### src/rtl/hs_pkg.sv
// Shared definitions for the valid/ready handshake blocks (master_3 / slave_3).
//   DATA_W  : default channel word width
//   state_t : transmitter state encoding (IDLE, SEND, DONE)
package hs_pkg;
    localparam int DATA_W = 32;

    typedef enum logic [1:0] {
        IDLE = 2'd0,
        SEND = 2'd1,
        DONE = 2'd2
    } state_t;
endpackage

### src/rtl/sync_fifo.sv
// Single-clock FIFO with no fall-through: a word written at one edge becomes
// visible on head at the next edge.
//   clk, rst_n : clock, asynchronous active-low reset (pointers/count only)
//   push       : write wr_data when not full (dropped silently when full)
//   pop        : advance the read pointer when not empty
//   full/empty : occupancy flags, both taken from the registered count
//   fill       : registered occupancy, 0..DEPTH
//   head       : word at the read pointer
module sync_fifo #(
    parameter int DATA_W = 32,
    parameter int DEPTH  = 8
) (
    input  logic                     clk,
    input  logic                     rst_n,
    input  logic                     push,
    input  logic [DATA_W-1:0]        wr_data,
    input  logic                     pop,
    output logic                     full,
    output logic                     empty,
    output logic [$clog2(DEPTH):0]   fill,
    output logic [DATA_W-1:0]        head
);
    localparam int AW = $clog2(DEPTH);

    logic [DATA_W-1:0] mem [DEPTH];
    logic [AW-1:0]     wr_ptr_q, wr_ptr_d;
    logic [AW-1:0]     rd_ptr_q, rd_ptr_d;
    logic [AW:0]       count_q, count_d;
    logic              push_ok;
    logic              pop_ok;

    assign full  = (count_q == (AW+1)'(DEPTH));
    assign empty = (count_q == '0);
    assign fill  = count_q;
    assign head  = mem[rd_ptr_q];

    // full is the pre-pop flag, so a write to a full FIFO is lost even if a
    // pop happens in the same cycle.
    assign push_ok = push && !full;
    assign pop_ok  = pop && !empty;

    always_comb begin
        wr_ptr_d = wr_ptr_q;
        rd_ptr_d = rd_ptr_q;
        count_d  = count_q;
        if (push_ok) begin
            wr_ptr_d = wr_ptr_q + AW'(1);
        end
        if (pop_ok) begin
            rd_ptr_d = rd_ptr_q + AW'(1);
        end
        case ({push_ok, pop_ok})
            2'b10:   count_d = count_q + (AW+1)'(1);
            2'b01:   count_d = count_q - (AW+1)'(1);
            default: count_d = count_q;
        endcase
    end

    always_ff @(posedge clk or negedge rst_n) begin
        if (!rst_n) begin
            wr_ptr_q <= '0;
            rd_ptr_q <= '0;
            count_q  <= '0;
        end else begin
            wr_ptr_q <= wr_ptr_d;
            rd_ptr_q <= rd_ptr_d;
            count_q  <= count_d;
        end
    end

    // Storage is not reset; emptiness is tracked by the count alone.
    always_ff @(posedge clk) begin
        if (push_ok) begin
            mem[wr_ptr_q] <= wr_data;
        end
    end
endmodule

### src/rtl/master_3.sv
// Burst transmitter for a valid/ready channel. Words are queued into an
// internal FIFO; a start pulse in IDLE sends burst_len beats, obeying source
// rules (valid never depends on ready, data/last held until accepted).
//   clk, rst_n           : clock, asynchronous active-low reset
//   wr_en, wr_data       : FIFO write side; full, fill report occupancy
//   start, burst_len     : burst launch (burst_len==0 ignored)
//   busy, done           : not-IDLE flag, one-cycle completion pulse
//   data, valid, ready   : channel; last marks the final beat
module master_3 #(
    parameter int DATA_W = hs_pkg::DATA_W,
    parameter int DEPTH  = 8,
    parameter int LEN_W  = 8
) (
    input  logic                     clk,
    input  logic                     rst_n,
    input  logic                     wr_en,
    input  logic [DATA_W-1:0]        wr_data,
    output logic                     full,
    output logic [$clog2(DEPTH):0]   fill,
    input  logic                     start,
    input  logic [LEN_W-1:0]         burst_len,
    output logic                     busy,
    output logic                     done,
    output logic [DATA_W-1:0]        data,
    output logic                     valid,
    input  logic                     ready,
    output logic                     last
);
    import hs_pkg::*;

    state_t            state_q, state_d;
    logic [LEN_W-1:0]  to_load_q, to_load_d;   // beats not yet loaded
    logic [LEN_W-1:0]  to_send_q, to_send_d;   // beats not yet accepted
    logic [DATA_W-1:0] data_q, data_d;
    logic              valid_q, valid_d;
    logic              done_q, done_d;

    logic              fifo_pop;
    logic              fifo_empty;
    logic [DATA_W-1:0] fifo_head;
    logic              handshake;
    logic              load;

    sync_fifo #(
        .DATA_W (DATA_W),
        .DEPTH  (DEPTH)
    ) u_fifo (
        .clk     (clk),
        .rst_n   (rst_n),
        .push    (wr_en),
        .wr_data (wr_data),
        .pop     (fifo_pop),
        .full    (full),
        .empty   (fifo_empty),
        .fill    (fill),
        .head    (fifo_head)
    );

    assign handshake = valid_q && ready;

    always_comb begin
        state_d   = state_q;
        to_load_d = to_load_q;
        to_send_d = to_send_q;
        data_d    = data_q;
        valid_d   = valid_q;
        done_d    = 1'b0;
        fifo_pop  = 1'b0;
        load      = 1'b0;
        case (state_q)
            IDLE: begin
                if (start && (burst_len != '0)) begin
                    to_load_d = burst_len;
                    to_send_d = burst_len;
                    state_d   = SEND;
                end
            end
            SEND: begin
                // The output register may be refilled when empty or when its
                // current word is being accepted this edge (no bubble).
                load = (to_load_q != '0) && !fifo_empty && (!valid_q || ready);
                if (load) begin
                    fifo_pop  = 1'b1;
                    data_d    = fifo_head;
                    valid_d   = 1'b1;
                    to_load_d = to_load_q - LEN_W'(1);
                end else if (handshake) begin
                    valid_d = 1'b0;
                end
                if (handshake) begin
                    to_send_d = to_send_q - LEN_W'(1);
                    if (to_send_q == LEN_W'(1)) begin
                        state_d = DONE;
                        done_d  = 1'b1;
                    end
                end
            end
            DONE: begin
                valid_d = 1'b0;
                state_d = IDLE;
            end
            default: begin
                state_d = IDLE;
            end
        endcase
    end

    always_ff @(posedge clk or negedge rst_n) begin
        if (!rst_n) begin
            state_q   <= IDLE;
            to_load_q <= '0;
            to_send_q <= '0;
            data_q    <= '0;
            valid_q   <= 1'b0;
            done_q    <= 1'b0;
        end else begin
            state_q   <= state_d;
            to_load_q <= to_load_d;
            to_send_q <= to_send_d;
            data_q    <= data_d;
            valid_q   <= valid_d;
            done_q    <= done_d;
        end
    end

    assign busy  = (state_q != IDLE);
    assign done  = done_q;
    assign data  = data_q;
    assign valid = valid_q;
    assign last  = valid_q && (to_send_q == LEN_W'(1));
endmodule

### config.mk
export PLATFORM = sky130hd
export DESIGN_NAME = master_3
export DESIGN_NICKNAME = d
export VERILOG_FILES = /design/src/rtl/hs_pkg.sv /design/src/rtl/sync_fifo.sv /design/src/rtl/master_3.sv
export SDC_FILE = /design/constraint.sdc
export NUM_CORES = 1
export LEC_CHECK = 0
export CAP_MARGIN = 20
export CORE_AREA = 2 2 196 198
export DETAILED_ROUTE_END_ITERATION = 8
export DIE_AREA = 0 0 198 200
export PLACE_DENSITY = 0.48
export SLEW_MARGIN = 20
export SYNTH_ARGS = -nofsm -noshare
export SYNTH_HDL_FRONTEND = slang
export SYNTH_HIERARCHICAL = 1
export SYNTH_SLANG_ARGS = --single-unit
### constraint.sdc
create_clock -name clk -period 10.86 [get_ports clk]
set_input_delay 2.715 -clock clk [delete_from_list [all_inputs] [get_ports clk]]
set_output_delay 2.715 -clock clk [all_outputs]
set_load 0.02 [all_outputs]
==> results of run 1 <==
[per-layer routing]
metal  vias up  wire length, um
met2       147            13800
li1       2843                -
met4         2              830
met5         -               10
met1      3380            11600
met3        58             1210
[metrics by stage]
step	area (um2)	total power (W)	hold WS [ps]	cells
finish	15500	0.00454	514	1295
global route	15500	0.00478	535	1295
CTS	15500	0.00462	517	1295
detailed placement	14300	0.00338	497	1227
global placement	14300	0.00334	493	1226
floorplan	12900	0.00290	471	648
[cells in the final DEF, fill, tap and decap left out, drive strengths merged, types with 2 or more instances in the layout]
cell type / netlist / routed
nor2b: 3 / 3
a21o: 2 / 2
nand2b: 4 / 4
mux2: 66 / 66
nor3b: 3 / 3
ha: 9 / 9
buf: 20 / 13
xnor2: 5 / 5
a21oi: 17 / 17
a31oi: 2 / 2
clkinv: 0 / 10
or4b: 2 / 2
clkdlybuf4s50: 0 / 84
nand3: 7 / 7
nor4: 7 / 7
a22oi: 4 / 4
nand2: 14 / 14
nor3: 8 / 8
mux4: 64 / 64
o31ai: 2 / 2
bufinv: 0 / 3
o21ai: 26 / 26
or3: 2 / 2
clkbuf: 9 / 50
edfxtp: 256 / 256
inv: 12 / 16
nor2: 27 / 27
dfrtp: 62 / 62
[sequential cells by signal, indices dropped and copies added (netlist names)]
name	flops
done	1
valid	1
to_send_q	8
to_load_q	8
u_fifo/fill	4
u_fifo/rd_ptr_q	3
data	32
u_fifo/mem	256
state_q	2
u_fifo/wr_ptr_q	3
[layout make-up]
| type | instances | area [um2] |
|---|---|---|
| clock inverter | 18 | 194 |
| tap | 511 | 639 |
| sequential | 318 | 9250 |
| multi-input combinational | 289 | 3460 |
| clock buffer | 50 | 995 |
| timing repair buffer | 97 | 951 |
| inverter | 12 | 45.0 |
| fill | 3282 | 21900 |
[cell usage after synthesis (4+ instances only)]
cell type	n
dfrtp_1	62
nand2b_1	4
o21ai_0	26
a22oi_1	4
nand2_1	13
buf_1	4
a21oi_1	17
inv_1	11
xnor2_1	5
buf_2	5
nor2_1	27
nor4_1	6
mux4_1	22
nor3_1	6
mux2_2	37
nand3_1	6
mux4_2	42
mux2_4	28
buf_6	5
clkbuf_1	9
ha_1	9
edfxtp_1	256
[kinds of logic after synthesis]
group                    after synthesis
multiplexers                         131
adder cells (fa/ha/maj)               10
XOR/XNOR                               6
buffers and inverters                 41
flip-flops                           318
AND/OR/NAND/NOR                       81
AO/OA/AOI/OAI                         61
[final timing paths]
check | cells past startpoint | from | slack, ps | endpoint
setup / recovery | 12 | ready | 5260 | u_fifo/fill[3]
hold / removal | 1 | data[29] | 510 | data[29]
setup reg to reg | 11 | u_fifo/fill[0] | 6980 | u_fifo/fill[3]
hold reg to reg | 1 | data[29] | 510 | data[29]
max in group asynchronous | 1 | rst_n | 7820 | u_fifo/rd_ptr_q[0]
min in group asynchronous | 1 | rst_n | 2340 | data[3]
[worst register-to-register path, stage by stage (launching register included)]
cell and delay, ps:
dfrtp_1 480, nor4_1 670, nor3_4 130, nand2_4 620, inv_1 160, o41ai_2 130, inv_2 90, ha_1 300
ha_1 380, or4b_1 560, o311ai_0 120, o211ai_1 120
[power breakdown]
part           internal [W]  switching (W)
clock              0.000722       0.000489
combinational      0.000802       0.000742
sequential          0.00160       0.000185
==> reports/metrics.yaml, run 1 <==
yosys:
  synth_fp_nets: 703
  yosysTopAreaCell: "edfxtp_1"
  synth_fa_ha_area_frac: 0.0103
  yosysTopAreaCellShare: 0.595
  synth_simple_gate_area_frac: 0.0354
  synth-async-reset-ratio: 0.195
  synth_area_um2: 12900
  synth-edff-count: 256
  yosysSeqAreaShare: 0.715
  synth-xor-area-share: 0.00407
  yosys_warnings: 6
  synth_compound_area_frac: 0.0298
  synth-seq-cells: 318
  syn_area_per_cell_um2: 19.9
  synth_cell_types: 57
  synthMuxAreaShare: 0.184
  synth_top_family_by_area: "multiplexers"
  synthTopCellsByArea: "edfxtp_1, dfrtp_1, mux4_2, mux4_1, mux2_4"
  ys.flop_type: "edfxtp_1"
  synthCells: 648
clock_tree:
  cts_buffers: 37
  cts-htree-levels: 2
  hold_buffers: 0
  clock_latency_ps: 530
  post-cts-setup-buffer-count: 0
  cts_tree: "yes"
  post_cts_resized: 0
  cts_root_buf: "clkbuf_16"
  clockBufferDepth: 3
  clock-sinks: 318
  clkSlewWorstSetupHoldPaths_ps: 50
flow_run:
  maxCapViolCount: 0
place:
  hpwl_um: 15300
  io_buffers: 85
  post-place-ws_ps: 4690
  gp_congestion: 0.778
setup_path:
  endpoint_kind: "flop"
  start_kind: "input pin"
  path_max_fanout: 34
  critPathTopFamily: "simple AND/OR/NAND/NOR gates"
  critical_path_class: "input pin to flop"
  worstPathArrival_ps: 6000
  slowest_stage: "nand2_4"
  path_common_cell: "ha_1"
  path_cells: "clkdlybuf4s50_1, nor2b_1, nor3_4, nand2_4, inv_1, o41ai_2, inv_2, ha_1, ha_1, or4b_1, o311ai_0, o211ai_1"
  required_ps: 11260
  critPathBufInv: 3
  max_stage_delay_ps: 610
floorplanning:
  die_x_um: 198
  die_h_um: 200
  start_util: 0.345
  coreArea_um2: 37400
  fp.dieArea_um2: 39600
  row_count: 71
  pin_count: 86
global_route:
  antenna_found_initial: 1
  met1_usage: 0.178
  grt_pass1_vias: 6919
  grt_use_met3: 0.0299
  grt_pass1_wl_um: 41600
  grt_usage: 0.143
  grt_overflow: 0
  gr-max-usage-layer: "met2"
  use_met2: 0.245
  grt_max_degree: 67
sta:
  skew_ps: 18.4
  worst_slack_ps: 5260
  max_freq_mhz: 178
  worst_pin_slew_ps: 1030
  setup_viol: 0
  finalSetupTns_ps: 0
  hold_violations: 0
  maxSlewViolCount: 0
  relSlewSlack: 0.312
  finalCritPeriodShare: 0.516
  rsz0062_at_grt: "false"
  period_needed_ps: 5600
finish:
  fin_util: 0.415
  diodes: 0
  syn_to_final_growth_pct: 20.3
  nets: 810
  layout-drive-gt1-share: 0.249
power_and_ir_drop:
  p_leak_nw: 5.31
  p_per_area_nw_per_um2: 292
  vdd_drop_max_mv: 0.124
min_path:
  hold_class: "flop to flop"
detailed_routing:
  drc_errors: 0
  drt_wl_total_um: 27500
  drt-vias-per-instance: 4.97
  first_iter_violations: 337
  first_pass_iters: 7
  routedWlPerCell_um: 21.2
  ant_nets: 0
  vias: 6430
run_status:
  status: "finished, final reports clean"
Note: power is estimated with default switching activity, not from simulation.
==> inputs of run 2 (changes only) <==
- PLACE_DENSITY: 0.48 -> 0.5
- clock period: 10.86 -> 5.1 ns (I/O delays scaled with it)
==> run 2 against run 1 <==
Compared with the run above:
- worst setup slack worse by 3800 ps
- clock power up 110%
- core utilization about the same
- highest routed layer unchanged
==> reports/metrics.yaml, run 2 (same netlist as run 1, synthesis figures left out) <==
setup_path:
  reg2regPathDepth: 11  # unchanged
  r2r-end: "u_fifo/fill[3]"
  start_kind: "flop"
  path_max_fanout: 5  # -85%
  slowest_stage: "clkdlybuf4s50_1"
  required_ps: 3830  # -7430 ps
  critPathTopFamily: "simple AND/OR/NAND/NOR gates"
  rr_startpoint: "u_fifo/fill[0]"
  critPathBufInv: 1  # -2
  worstPathArrival_ps: 2390  # -3610 ps
  path_cells: "or3_4, nor3_2, and4b_1, clkdlybuf4s50_1"
  worst-r2r-setup-slack_ps: 2010  # -4970 ps
  max_stage_delay_ps: 610  # about the same
  endpoint_kind: "output pin"
  critical_path_class: "flop to output pin"
min_path:
  min_to: "data[2]"
  hold_class: "flop to flop"
  holdCritStartpoint: "data[2]"
  holdPathStages: 1  # unchanged
sta:
  skew_ps: 30.4  # +12.0 ps
  maxSlewViolCount: 0  # unchanged
  worst_slack_ps: 1440  # -3820 ps
  period_needed_ps: 3660
  rsz0062_at_grt: "false"
  finalCritPeriodShare: 0.719
  hold_ws_ps: 505  # -9.64 ps
  relSlewSlack: 0.365  # +0.0535
  hold_violations: 0  # unchanged
  setup_viol: 0  # unchanged
  max_freq_mhz: 273
  worst_pin_slew_ps: 952  # -74.7 ps
  finalSetupTns_ps: 0  # unchanged
global_route:
  grt_max_degree: 63  # -6.0%
  grt_usage: 0.144  # +0.000880
  antenna_found_initial: 1  # unchanged
  grt_overflow: 0  # unchanged
  grt_use_met3: 0.0287  # -0.00118
  grt_pass1_vias: 6984  # +0.94%
  gr-max-usage-layer: "met2"
  grt_pass1_wl_um: 42300  # +1.6%
  met1_usage: 0.190  # +0.0116
  use_met2: 0.245  # -0.000652
detailed_routing:
  routedWlPerCell_um: 21.2  # about the same
  first_iter_violations: 344  # +2.1%
  drc_errors: 0  # unchanged
  drt_wl_total_um: 27600  # +0.20%
  first_pass_iters: 4  # -3
  ant_nets: 0  # unchanged
  drt-vias-per-instance: 4.97  # +0.17%
  vias: 6456  # +0.40%
power_and_ir_drop:
  power_w: 0.00959  # +110%
  vdd_drop_max_mv: 0.248  # +99%
  clock_power_share: 0.261  # -0.006
  p_comb_frac: 0.342  # +0.002
  p_per_area_nw_per_um2: 618  # +110%
  p_int_w: 0.00662  # +110%
  p_sw_frac: 0.310  # -0.00242
  seq_power_share: 0.397  # +0.004
  p_leak_nw: 5.31  # about the same
  power.switching_w: 0.00297  # +110%
clock_tree:
  post-cts-setup-buffer-count: 0  # unchanged
  clkSlewWorstSetupHoldPaths_ps: 60  # about the same
  cts-htree-levels: 2  # unchanged
  cts_buffers: 37  # unchanged
  clockBufferDepth: 3  # unchanged
  clock_latency_ps: 530  # about the same
  post_cts_resized: 0  # unchanged
  hold_buffers: 0  # unchanged
  cts_tree: "yes"
  clock-sinks: 318  # unchanged
  cts_root_buf: "clkbuf_16"
place:
  io_buffers: 85  # unchanged
  hpwl_um: 15600  # +1.5%
  post-place-ws_ps: 1050  # -3640 ps
  placed_area_um2: 14400  # about the same
  gp_congestion: 0.798  # +2.6%
floorplanning:
  coreArea_um2: 37400  # unchanged
  row_count: 71  # unchanged
  die_x_um: 198  # unchanged
  die_h_um: 200  # unchanged
  fp.dieArea_um2: 39600  # unchanged
  start_util: 0.345  # unchanged
  pin_count: 86  # unchanged
flow_run:
  maxCapViolCount: 0  # unchanged
finish:
  syn_to_final_growth_pct: 20.2  # about the same
  layout-drive-gt1-share: 0.248  # -0.000948
  fillers: 3303  # +0.64%
  final_cell_mix: "edfxtp_1, clkdlybuf4s50_1, dfrtp_1, mux4_2"
  top_register: "u_fifo/mem"
  diodes: 0  # unchanged
  final_common_cell: "edfxtp_1"
  largest_register_ffs: 256  # unchanged
  nets: 814  # +0.49%
  design_area_um2: 15500  # about the same
run_status:
  status: "finished, final reports clean"
[run 2: cell types whose count changed in the layout (fill, tap and decap cells not counted), sizes merged]
| cell | previous run | this run |
|---|---|---|
| buf | 13 | 17 |
| clkinvlp | 1 | 0 |
| inv | 16 | 14 |
| clkbuf | 50 | 52 |
[run 2: worst max-delay path by stage]
stage / from / end / slack [ps] / cells after the start
floorplan: wr_en / u_fifo/mem[1][0] / 1030 / 2
global placement: ready / u_fifo/fill[3] / 1120 / 12
detailed placement: ready / u_fifo/fill[3] / 1050 / 12
CTS: to_send_q[3] / last / 1410 / 4
global route: to_send_q[3] / last / 1330 / 4
finish: to_send_q[3] / last / 1440 / 4
[run 2: metal layers]
| metal | up-vias | wire (um) |
|---|---|---|
| met4 | 2 | 457 |
| met5 | - | 13 |
| met2 | 132 | 13500 |
| met1 | 3422 | 12500 |
| met3 | 39 | 1100 |
| li1 | 2861 | - |
[run 2: per-stage QoR]
stage / util / cells
6_report: 0.415 / 1298
5_1_grt: 0.415 / 1298
4_1_cts: 0.414 / 1297
3_5_place_dp: 0.384 / 1230
3_3_place_gp: 0.384 / 1230
2_1_floorplan: - / 648
[run 2: worst reg2reg max path, stage by stage (launching register included)]
cell      delay, ps
dfrtp_1         480
nor4_1          610
nor3_4          120
nand2_4          90
inv_1            50
o41ai_2          80
inv_2            90
ha_1            290
ha_1            370
or4b_1          530
o311ai_0        130
o211ai_1        130
[run 2: power groups by stage]
stage	Clock, W	Sequential [W]	Combinational (W)
5_1_grt	0.00268	0.00388	0.00357
2_1_floorplan	0	0.00385	0.00233
3_3_place_gp	0	0.00388	0.00322
4_1_cts	0.00258	0.00387	0.00330
3_5_place_dp	0	0.00391	0.00328
6_report	0.00250	0.00381	0.00328
[run 2: cell type report]
class,count,area [um2],share of cell area
clock inverters,15,151,0.00976
well taps,511,639,0.0412
inverters,12,45.0,0.00290
clock buffers,52,992,0.0639
flip-flops and latches,318,9250,0.596
repair buffers,101,981,0.0632
multi-input cells,289,3460,0.223
